$ cat src/rtl/urv_dm_arbiter.sv
// -----------------------------------------------------------------------------
// urv_dm_arbiter
//
// Two-master arbiter in front of the single data-memory port.
//   master 0 : core exec stage (load/store, stalls until cpu_ready_o)
//   master 1 : host/debug requester
// Only one access is outstanding at a time. The core normally has priority;
// a saturating starvation counter lets a waiting host win once it has waited
// g_starve_limit cycles. An ack timeout completes a stuck access with an error
// so neither master can hang forever.
//
// Parameters
//   g_starve_limit : host wait cycles before it beats the core (>= 1)
//   g_timeout      : cycles without mem_ack_i before abort, 0 disables
//
// Ports
//   clk_i, rst_i          : clock (rising edge), synchronous active-low reset
//   cpu_addr/data/sel_i   : core request fields
//   cpu_load_i/store_i    : core request levels, held until cpu_ready_o
//   cpu_ready_o           : one-cycle completion pulse to the core
//   cpu_rdata_o/err_o     : load data / timeout flag, valid with cpu_ready_o
//   host_addr/data/sel_i  : host request fields
//   host_we_i, host_req_i : host direction and request level
//   host_ready_o          : one-cycle completion pulse to the host
//   host_rdata_o/err_o    : read data / timeout flag, valid with host_ready_o
//   mem_addr/data/sel/we_o: memory request fields, registered at grant
//   mem_req_o             : held until mem_ack_i or timeout
//   mem_ack_i, mem_rdata_i: memory completion and same-cycle read data
// -----------------------------------------------------------------------------
module urv_dm_arbiter #(
  parameter int g_starve_limit = 8,
  parameter int g_timeout      = 255
) (
  input  logic        clk_i,
  input  logic        rst_i,

  input  logic [31:0] cpu_addr_i,
  input  logic [31:0] cpu_data_i,
  input  logic [3:0]  cpu_sel_i,
  input  logic        cpu_load_i,
  input  logic        cpu_store_i,
  output logic        cpu_ready_o,
  output logic [31:0] cpu_rdata_o,
  output logic        cpu_err_o,

  input  logic [31:0] host_addr_i,
  input  logic [31:0] host_data_i,
  input  logic [3:0]  host_sel_i,
  input  logic        host_we_i,
  input  logic        host_req_i,
  output logic        host_ready_o,
  output logic [31:0] host_rdata_o,
  output logic        host_err_o,

  output logic [31:0] mem_addr_o,
  output logic [31:0] mem_data_o,
  output logic [3:0]  mem_sel_o,
  output logic        mem_we_o,
  output logic        mem_req_o,
  input  logic        mem_ack_i,
  input  logic [31:0] mem_rdata_i
);

  typedef enum logic [1:0] {
    ST_IDLE = 2'd0,
    ST_CPU  = 2'd1,
    ST_HOST = 2'd2
  } state_t;

  // Counter widths sized to hold their terminal values.
  localparam int ST_W  = $clog2(g_starve_limit + 1);
  localparam int TMO_W = $clog2(g_timeout + 2);

  localparam logic [ST_W-1:0]  STARVE_MAX = ST_W'(g_starve_limit);
  // The counter reads g_timeout-1 on the last waiting cycle; expiry fires on
  // that cycle's edge, so mem_req_o is high for exactly g_timeout cycles.
  localparam logic [TMO_W-1:0] TMO_LAST   = TMO_W'((g_timeout > 0) ? g_timeout - 1 : 0);
  localparam logic             TMO_EN     = (g_timeout > 0);

  state_t             state;
  logic [ST_W-1:0]    starve_cnt;
  logic [TMO_W-1:0]   tmo_cnt;

  logic cpu_req;
  logic host_win;
  logic tmo_expire;
  logic access_done;
  logic [31:0] done_rdata;

  assign cpu_req  = cpu_load_i | cpu_store_i;
  // Host takes the port when the core is quiet, or once it has starved long enough.
  assign host_win = host_req_i & (~cpu_req | (starve_cnt >= STARVE_MAX));

  // An ack in the expiry cycle wins: expiry is only considered without ack.
  assign tmo_expire  = TMO_EN & mem_req_o & ~mem_ack_i & (tmo_cnt == TMO_LAST);
  assign access_done = mem_req_o & (mem_ack_i | tmo_expire);
  // Writes and timed-out accesses return zero data.
  assign done_rdata  = (mem_ack_i & ~mem_we_o) ? mem_rdata_i : 32'h0;

  // NOTE: all state below is updated with non-blocking assignments so every
  // register sees the pre-edge values of the others, regardless of ordering.
  always_ff @(posedge clk_i) begin
    if (!rst_i) begin
      state        <= ST_IDLE;
      starve_cnt   <= '0;
      tmo_cnt      <= '0;
      cpu_ready_o  <= 1'b0;
      cpu_rdata_o  <= 32'h0;
      cpu_err_o    <= 1'b0;
      host_ready_o <= 1'b0;
      host_rdata_o <= 32'h0;
      host_err_o   <= 1'b0;
      mem_addr_o   <= 32'h0;
      mem_data_o   <= 32'h0;
      mem_sel_o    <= 4'h0;
      mem_we_o     <= 1'b0;
      mem_req_o    <= 1'b0;
    end else begin
      // Completion strobes are single-cycle pulses.
      cpu_ready_o  <= 1'b0;
      cpu_err_o    <= 1'b0;
      host_ready_o <= 1'b0;
      host_err_o   <= 1'b0;

      // Starvation: counts host wait cycles outside its own access, saturating.
      if (!host_req_i || (state == ST_IDLE && host_win)) begin
        starve_cnt <= '0;
      end else if (state != ST_HOST && starve_cnt != STARVE_MAX) begin
        starve_cnt <= starve_cnt + 1'b1;
      end

      unique case (state)
        ST_IDLE: begin
          if (host_win) begin
            state      <= ST_HOST;
            mem_addr_o <= host_addr_i;
            mem_data_o <= host_data_i;
            mem_sel_o  <= host_sel_i;
            mem_we_o   <= host_we_i;
            mem_req_o  <= 1'b1;
            tmo_cnt    <= '0;
          end else if (cpu_req) begin
            state      <= ST_CPU;
            mem_addr_o <= cpu_addr_i;
            mem_data_o <= cpu_data_i;
            mem_sel_o  <= cpu_sel_i;
            // Store has priority when both load and store are raised.
            mem_we_o   <= cpu_store_i;
            mem_req_o  <= 1'b1;
            tmo_cnt    <= '0;
          end
        end

        ST_CPU, ST_HOST: begin
          if (access_done) begin
            state     <= ST_IDLE;
            mem_req_o <= 1'b0;
            if (state == ST_CPU) begin
              cpu_ready_o <= 1'b1;
              cpu_rdata_o <= done_rdata;
              cpu_err_o   <= ~mem_ack_i;
            end else begin
              host_ready_o <= 1'b1;
              host_rdata_o <= done_rdata;
              host_err_o   <= ~mem_ack_i;
            end
          end else begin
            tmo_cnt <= tmo_cnt + 1'b1;
          end
        end

        default: begin
          state     <= ST_IDLE;
          mem_req_o <= 1'b0;
        end
      endcase
    end
  end

endmodule

$ cat config.mk
export PLATFORM = sky130hd
export DESIGN_NAME = urv_dm_arbiter
export DESIGN_NICKNAME = d
export VERILOG_FILES = /design/src/rtl/urv_dm_arbiter.sv
export SDC_FILE = /design/constraint.sdc
export NUM_CORES = 1
export LEC_CHECK = 0
export BUFFER_PORTS_ARGS = -buffer_cell sky130_fd_sc_hd__buf_2
export CAP_MARGIN = 25
export CELL_PAD_IN_SITES_DETAIL_PLACEMENT = 0
export CELL_PAD_IN_SITES_GLOBAL_PLACEMENT = 1
export CORE_UTILIZATION = 34
export DETAILED_ROUTE_END_ITERATION = 16
export GPL_ROUTABILITY_DRIVEN = 0
export GPL_TIMING_DRIVEN = 0
export PLACE_DENSITY_LB_ADDON = 0.12
export SLEW_MARGIN = 10
export SYNTH_ARGS = -nofsm -noshare
export SYNTH_HDL_FRONTEND = slang
export SYNTH_SLANG_ARGS = --single-unit
$ cat constraint.sdc
create_clock -name clk_i -period 2.6 [get_ports clk_i]
set_input_delay 0 -clock clk_i [delete_from_list [all_inputs] [get_ports clk_i]]
set_output_delay 0 -clock clk_i [all_outputs]
set_load 0.02 [all_outputs]
---- Word-level counts from Yosys, hierarchy flattened ----
Index checks and enable logic that the tools add are counted.
storage, ports and cells
  register bits after elaboration ......... 153
  latch bits .............................. 0
  memory bits (writable) .................. 0
  ROM bits ................................ 0
  input port bits ......................... 175
  output and inout port bits .............. 138
  logic and storage cells ................. 80
  memories kept ........................... 0
cells by class
  $add $sub $neg .......................... 2
  $mul .................................... 0
  div/mod/pow operators ................... 0
  $lt $le $gt $ge ......................... 1
  equality and inequality tests ........... 8
  shifts and indexed selects .............. 0
  multiplexer cells ....................... 23
  bitwise gates (word level) .............. 15
  reductions and logical operators ........ 17
operator list
  cell                                                             count
  32-bit two-way mux                                               5
  9-bit two-way mux                                                3
  9-bit one-hot mux with 2 select lines                            1
  3-bit AND reduction                                              4
  9-bit by 1-bit adder with 9-bit output, second input constant    1
  9-bit by 8-bit == test with 1-bit output, second input constant  1
  4-bit two-way mux                                                2
  1-bit two-way mux                                                7
  1-bit NOT                                                        7
  2-bit two-way mux                                                3
  2-bit != test, second input constant                             3
  1-bit AND                                                        5
  4-bit by 1-bit adder with 4-bit output, second input constant    1
  4-bit >= comparator, second input constant                       1
  4-bit != test, second input constant                             1
  2-bit one-hot mux with 2 select lines                            1
  2-bit AND reduction                                              2
  4-bit AND reduction                                              1
  2-bit nonzero test                                               2
  2-bit OR reduction                                               2
  4-bit OR reduction                                               1
  3-bit != test, second input constant                             1
  1-bit OR                                                         3
  2-bit by 1-bit == test with 1-bit output, second input constant  1
  other kinds (6)                                                  7

---- Logic depth before layout (Yosys ltp) ----
Gate-level depths: netlist (run 1).
  depth after elaboration ................. 7
  gate-level depth with buffers ........... 8
  mapped depth without buffers ............ 6

---- Least setup slack after synthesis (run 1) ----
No wires, ideal clock.
  path kind ............................... register to register
  start point ............................. reg state[0]
  end point ............................... reg tmo_cnt[6]
  library setup time ...................... 0.072 ns
  data arrival time ....................... 1.841 ns
  required time ........................... 2.528 ns
  path slack .............................. 0.688 ns
  cell stages (with the launch flop) ...... 7
  buffers on the path ..................... 0
  period minus slack after synthesis ...... 1.912 ns
  cell sequence ........................... dfxtp_1 -> inv_1 -> ha_1 -> and2b_1 -> nor2_1 -> a2111oi_0 -> mux2i_1
on the way
  word-level cells in the longest chain between the ends .. 4
  elaborated cells between the ends (all ways) .. 9
  classes of those cells .................. eq/ne (4); mux (1); reduce/logical (4)
RTL lines
  element                                                                    RTL line  source
  start: declaration                                                         80        state_t state;
  start signal: assignment                                                   104       state <= ST_IDLE;
  start signal: assignment                                                   135       state <= ST_HOST;
  start signal: assignment                                                   143       state <= ST_CPU;
  2-bit by 1-bit == test with 1-bit output or 2-bit == test (tied branches)  132       unique case (state)
  2-bit OR reduction                                                         132
  2-bit != test (no line) or 2-bit nonzero test (tied branches)              -
  3-bit AND reduction (no line)                                              -
  end signal: assignment                                                     168       tmo_cnt <= tmo_cnt + 1'b1;
  end: declaration                                                           82        logic [TMO_W-1:0] tmo_cnt;
Parallel ways exist; a longest one is shown, timed or not.
A chain may end at the register's enable or synchronous reset.

---- Final worst setup path (run 1) ----
  start point ............................. reg tmo_cnt[0]
  end point ............................... reg cpu_rdata_o[9]
on the way
  word-level cells in the longest chain between the ends .. 5
RTL lines
  element                                   RTL line  source
  9-bit by 8-bit == test with 1-bit output  95        assign tmo_expire = TMO_EN & mem_req_o & ~mem_ack_i & (tmo_cnt == TMO_LAST);
  1-bit AND                                 95
  1-bit OR                                  96        assign access_done = mem_req_o & (mem_ack_i | tmo_expire);
  1-bit AND                                 96
  3-bit AND reduction (no line)             -
  end signal: assignment                    160       cpu_rdata_o <= done_rdata;
  end: declaration                          43        output logic [31:0] cpu_rdata_o,
Every way passes these cells.

==> flow_metrics.tcl, run 1 <==
set metrics [dict create \
    final_common_cell "buf_2" \
    crit_buf_inv 3 \
    relSlewSlack_pct 50.9 \
    post_cts_resized 0 \
    cpMaxStageDelayCell "dfxtp_1" \
    synth_warnings 0 \
    final_util_pct 55.9 \
    root_buffer "clkbuf_16" \
    status "finished, final reports clean" \
    ant_nets 0 \
    min_period_ns 2.26 \
    syn_nets 923 \
    ctsHoldBuffers 158 \
    grt-ovfl-total 0 \
    path_cells "inv_1 -> ha_1 -> and4b_1 -> a21oi_2 -> buf_2 -> clkbuf_1 -> o21ai_0 -> a21oi_1" \
    rsz0062_at_grt "no" \
    hold_viol 0 \
    design.die.area_sq_mm 0.0206 \
    yosys.area.top_type_share_pct 44.9 \
    async_flop_share_pct 0 \
    core.rowCount 51 \
    fillCellCount 1855 \
    drive_above_1_share_pct 29.5 \
    grt_max_degree 17 \
    drtPass1Iterations 5 \
    cap_violations 0 \
    fin_skew_ns 0.0127 \
    end_kind "register" \
    synth_top_family_by_area "compound AO/OA/AOI/OAI gates" \
    ys_top_cells_by_area "dfxtp_1, mux2i_1, nand4b_1, a211oi_1, a21oi_1" \
    hold_class "input pin to register" \
    cts_setup_buffers 0 \
    synth-edff-count 0 \
    nNetsFinal 1412 \
    critPathRequiredTime_ns 2.95 \
    insertion_delay_ns 0.43 \
    grt_pass1_vias 7216 \
    coreArea_sq_mm 0.0196 \
    multi_input_area_sq_mm 0.00340 \
    layout_common_cells "buf_2, dlygate4sd3_1, dfxtp_1" \
    synth-compound-area-share_pct 20.5 \
    crit_end "cpu_rdata_o[9]$_SDFFE_PN0P_" \
    peakVddDrop_mv 0.367 \
    synthAdderAreaFrac_pct 1.47 \
    portBuffers 312 \
    die_y_um 144 \
    fin_tns_setup_ns 0 \
    setup_viol 0 \
    grt_use_total_pct 24.1 \
    cts_buffers 17 \
    clock-sinks 153 \
    leakagePower_uw 0.00504 \
    cts_tree "built" \
    crit_path_start "tmo_cnt[0]$_SDFFE_PN0P_" \
    seq_area_frac_synth_pct 44.9 \
    critPathKind "register to register" \
    final_max_slew_viol_count 0 \
    reg2reg_slack_ns 0.34 \
    wl_mm 24.9 \
    crit-reg2reg-launch "tmo_cnt[0]$_SDFFE_PN0P_" \
    synthesis.area_sq_mm 0.00682 \
    power_density_mw_per_mm2 801 \
    holdPathStages 3 \
    die_x_um 144 \
    synth-seq-cells 153 \
    start_util_pct 34.8 \
    clockBufferDepth 2 \
    worst_pin_slew_ns 0.734 \
    pin_count 313 \
    max_stage_delay_ns 0.44 \
    crit_path_start_kind "register" \
    max_freq_mhz 443 \
    crit_family "buffers and inverters" \
    grt_pass1_wl_mm 38.1 \
    r2r_cells 8 \
    syn_inst 740 \
    synthFlopType "dfxtp_1" \
    regArea_sq_mm 0.00306 \
    via_count 7426 \
    yosysTopAreaCell "dfxtp_1" \
    drc 0 \
    critical_path_depth 8 \
    antenna_found_initial 0 \
    synth_area_per_cell_sq_um 9.22 \
    clk_pin_slew_ns 0.07 \
    area_delta_synth_final_pct 60.5 \
    worst-path-max-fanout 10 \
    post-dp-hpwl_mm 17.9 \
    crit_arrival_ns 2.61 \
    routed_via_density 4.93 \
    post_drt_wl_per_cell_um 16.5 \
    yosys.area_share.simple_pct 16.5 \
    synth_cell_types 48 \
    drt_iter0_drc 298 \
    n_antenna_cell 0 \
    r2r-end "cpu_rdata_o[9]$_SDFFE_PN0P_" \
    synth_xor_area_share_pct 0.257 \
    post-route-period-util_pct 86.8 \
    synthMuxAreaShare_pct 11.1 \
    htree_levels 4 \
]
logic make-up after synthesis:
family / after synthesis
buffers and inverters: 85
muxes: 76
DFF: 153
xor gates and xnor gates: 2
adders and majority gates: 8
and+or+nand+nor: 187
AOI/OAI and AO/OA: 229
layer usage:
layer  vias up  GRT usage (%)  routed length (um)
met3        38           4.90                1260
met4         0           10.1                 708
met2       242           42.2               12400
met5         -              0                   0
met1      3431           28.6               10600
li1       3715              -                   -
layout make-up:
cell class / count / area share (%)
tap: 265 / 3.03
sequential: 153 / 28.0
buffer: 76 / 3.00
clock inverter: 12 / 1.70
inverter: 9 / 0.308
timing repair buffer: 470 / 28.7
clock buffer: 20 / 4.26
multi-input combinational: 502 / 31.0
flip-flops by register name (all words and copies together) (netlist names), 2 cells and up:
name	count
cpu_rdata_o	32
host_rdata_o	32
mem_addr_o	32
mem_data_o	32
mem_sel_o	4
starve_cnt	4
state	2
tmo_cnt	9
cell usage after synthesis (2+ instances only):
cell	n
nand4b_1	65
buf_2	8
nand2_1	11
nand3_1	9
ha_1	8
nor3_1	4
inv_1	8
o211ai_1	4
dfxtp_1	153
o2111ai_1	2
a21oi_1	68
and2b_1	2
o21ai_0	68
buf_1	4
a211oi_1	72
buf_4	7
nand2b_1	7
or2_2	2
a2111oi_0	3
clkbuf_1	56
mux2i_1	76
nor2_1	76
o32ai_1	2
tightest hold or removal path: cells and delay by family:
| family | cells | cell delay [ns] |
|---|---|---|
| AO/OA/AOI/OAI | 1 | 0.22 |
| multiplexers | 1 | 0.08 |
| buffers and inverters | 1 | 0.08 |
metrics by stage:
| stage | cell area (sq um) | worst slack (ns) | power, uW | std cells | hold WS, ns |
|---|---|---|---|---|---|
| 2_1_floorplan | 6820 | 0.688 | 4820 | 740 | 0.149 |
| 3_5_place_dp | 8720 | 0.297 | 5880 | 1317 | 0.302 |
| 3_3_place_gp | 8720 | 0.304 | 5880 | 1317 | 0.302 |
| 5_1_grt | 11000 | 0.0300 | 9270 | 1507 | 0.00492 |
| 6_report | 11000 | 0.342 | 8780 | 1507 | 0.00697 |
| 4_1_cts | 11000 | 0.278 | 8830 | 1507 | 0.00110 |
report_power, final:
part,internal (uW),switching (uW)
sequential,2740,211
clock,1700,1040
combinational,1160,1930
total,5590,3180
worst min-delay path by stage:
stage,start,end,slack (ns)
after floorplan,rst_i,cpu_err_o$_SDFF_PN0_,0.15
after global placement,mem_rdata_i[25],host_rdata_o[25]$_SDFFE_PN0P_,0.30
after detailed placement,mem_rdata_i[15],cpu_rdata_o[15]$_SDFFE_PN0P_,0.30
after CTS,host_data_i[28],mem_data_o[28]$_SDFFE_PN0P_,0.001
after global routing,host_data_i[28],mem_data_o[28]$_SDFFE_PN0P_,0.005
final,host_data_i[28],mem_data_o[28]$_SDFFE_PN0P_,0.007
No activity file was read; power rests on OpenSTA's default activity.
==> run 2, diff against run 1 <==
--- a/config.mk
+++ b/config.mk
@@ -14,6 +14,7 @@
 export GPL_ROUTABILITY_DRIVEN = 0
 export GPL_TIMING_DRIVEN = 0
 export PLACE_DENSITY_LB_ADDON = 0.12
+export REMOVE_ABC_BUFFERS = 1
 export SLEW_MARGIN = 10
 export SYNTH_ARGS = -nofsm -noshare
 export SYNTH_HDL_FRONTEND = slang
==> run 2 against run 1 <==
  * The run now ends with hold timing left
  * Design area fell by 0.80%
  * Clock power down 5%
  * Hold slack got worse by 0.014 ns
  * Clock skew decreased by 0.0028 ns
  * Sequential power hardly changed
  * Sequential cell count unchanged
  * Wire length is 7.4% lower
  * Via count decreased by 3.5%
  * Fmax decreased by 7.2%
  * Register-to-register slack lost 0.18 ns
  * Largest power group unchanged
==> flow_metrics.tcl, run 2 (same netlist as run 1, synthesis figures left out) <==
set metrics [dict create \
    post-dp-hpwl_mm 14.9 \
    hold_class "input pin to register" \
    antenna_found_initial 0 \
    cap_violations 0 \
    drt_iter0_drc 277 \
    worst-path-max-fanout 22 \
    violations "hold timing" \
    grt-ovfl-total 0 \
    portBuffers 312 \
    cts_tree "built" \
    final_cells 1441 \
    ant_nets 0 \
    drc 0 \
    pin_count 313 \
    cts_buffers 17 \
    crit_arrival_ns 2.77 \
    cts_setup_buffers 0 \
    status "finished with violations" \
    die_x_um 144 \
    fin_area_sq_mm 0.0109 \
    routed_via_density 4.97 \
    place_area_sq_mm 0.00869 \
    end_kind "register" \
    layout_common_cells "buf_2, dlygate4sd3_1, dfxtp_1" \
    min_period_ns 2.43 \
    design.die.area_sq_mm 0.0206 \
    drive_above_1_share_pct 31.2 \
    wl_mm 23.1 \
    post_cts_resized 0 \
    grt_pass1_wl_mm 35.3 \
    setup_viol 0 \
    via_count 7166 \
    clk_pin_slew_ns 0.07 \
    grt_use_total_pct 22.0 \
    final_common_cell "buf_2" \
    max_freq_mhz 411 \
    post_drt_wl_per_cell_um 16.0 \
    insertion_delay_ns 0.42 \
    root_buffer "clkbuf_16" \
    area_delta_synth_final_pct 59.2 \
    start_util_pct 34.8 \
    final_max_slew_viol_count 0 \
    htree_levels 4 \
    dp.cells 1253 \
    hold_viol 1 \
    nNetsFinal 1346 \
    worst_pin_slew_ns 0.754 \
    power_density_mw_per_mm2 792 \
    clockBufferDepth 2 \
    rsz0062_at_grt "no" \
    fin_skew_ns 0.00991 \
    drtPass1Iterations 7 \
    crit_path_start_kind "register" \
    critPathKind "register to register" \
    grt_max_degree 76 \
    clock-sinks 153 \
    grt_pass1_vias 6824 \
    n_antenna_cell 0 \
    core.rowCount 51 \
    peakVddDrop_mv 0.399 \
    leakagePower_uw 0.00500 \
    critPathRequiredTime_ns 2.94 \
    die_y_um 144 \
    relSlewSlack_pct 49.6 \
    hold_ws_ns -0.00669 \
    post-route-period-util_pct 93.6 \
    coreArea_sq_mm 0.0196 \
]
run 2: cell count changes in the layout (fill, tap and decap cells not counted), moves of 2 or more:
cell / previous run / this run
buf_16: 0 / 3
buf_1: 4 / 0
buf_12: 0 / 8
inv_8: 0 / 2
buf_4: 7 / 0
dlygate4sd3_1: 158 / 156
buf_2: 320 / 312
clkbuf_1: 56 / 1
clkbuf_8: 3 / 0
run 2: timing repair:
item,in CTS,in global routing
endpoints found under the setup margin,0,2
hold endpoints to repair,135,0
hold buffers,156,0
run 2: critical path, cell delays in order (launching register included):
cell	delay, ns
dfxtp_1	0.38
o21ai_4	0.36
buf_12	0.25
buf_12	0.21
buf_12	0.22
mux2i_1	0.10
dlygate4sd3_1	0.57
a211oi_1	0.23
run 2: report_power, final:
group | internal, uW | switching, uW
Sequential | 2740 | 208
Combinational | 1210 | 1850
Clock | 1540 | 1060
Total | 5480 | 3120
run 2: stage by stage:
stage	utilization [%]	setup slack [ns]	setup TNS, ns	power (uW)
2_1_floorplan	-	-5.64	-395.34	4800
3_3_place_gp	42.8	-8.23	-598.88	5370
3_5_place_dp	44.3	0.247	0	5860
4_1_cts	55.5	0.118	0	8670
5_1_grt	55.5	0.00796	0	9080
6_report	55.5	0.167	0	8600
run 2: final timing paths:
| kind | start | to | slack, ns | cells after the start |
|---|---|---|---|---|
| max reg2reg | starve_cnt[3]$_SDFFE_PP0P_ | mem_data_o[2]$_SDFFE_PN0P_ | 0.17 | 7 |
| min reg2reg | host_rdata_o[28]$_SDFFE_PN0P_ | host_rdata_o[28]$_SDFFE_PN0P_ | 0.47 | 2 |
| max | starve_cnt[3]$_SDFFE_PP0P_ | mem_data_o[2]$_SDFFE_PN0P_ | 0.17 | 7 |
| min | cpu_data_i[1] | mem_data_o[1]$_SDFFE_PN0P_ | -0.007 | 3 |
run 2: layout make-up:
class,instances,area (sq um)
Fill cell,1844,8730
Clock buffer,18,429
Inverter,9,38.8
Tap cell,265,332
Timing Repair Buffer,480,3380
Clock inverter,14,188
Multi-Input combinational cell,502,3430
Sequential cell,153,3060
run 2: routing by layer:
metal / vias up / track usage (%) / wire length [um]
met5: - / 0 / 0
met4: 0 / 10.0 / 651
met3: 35 / 5.00 / 1220
met2: 253 / 37.8 / 11400
met1: 3276 / 25.9 / 9790
li1: 3602 / - / -
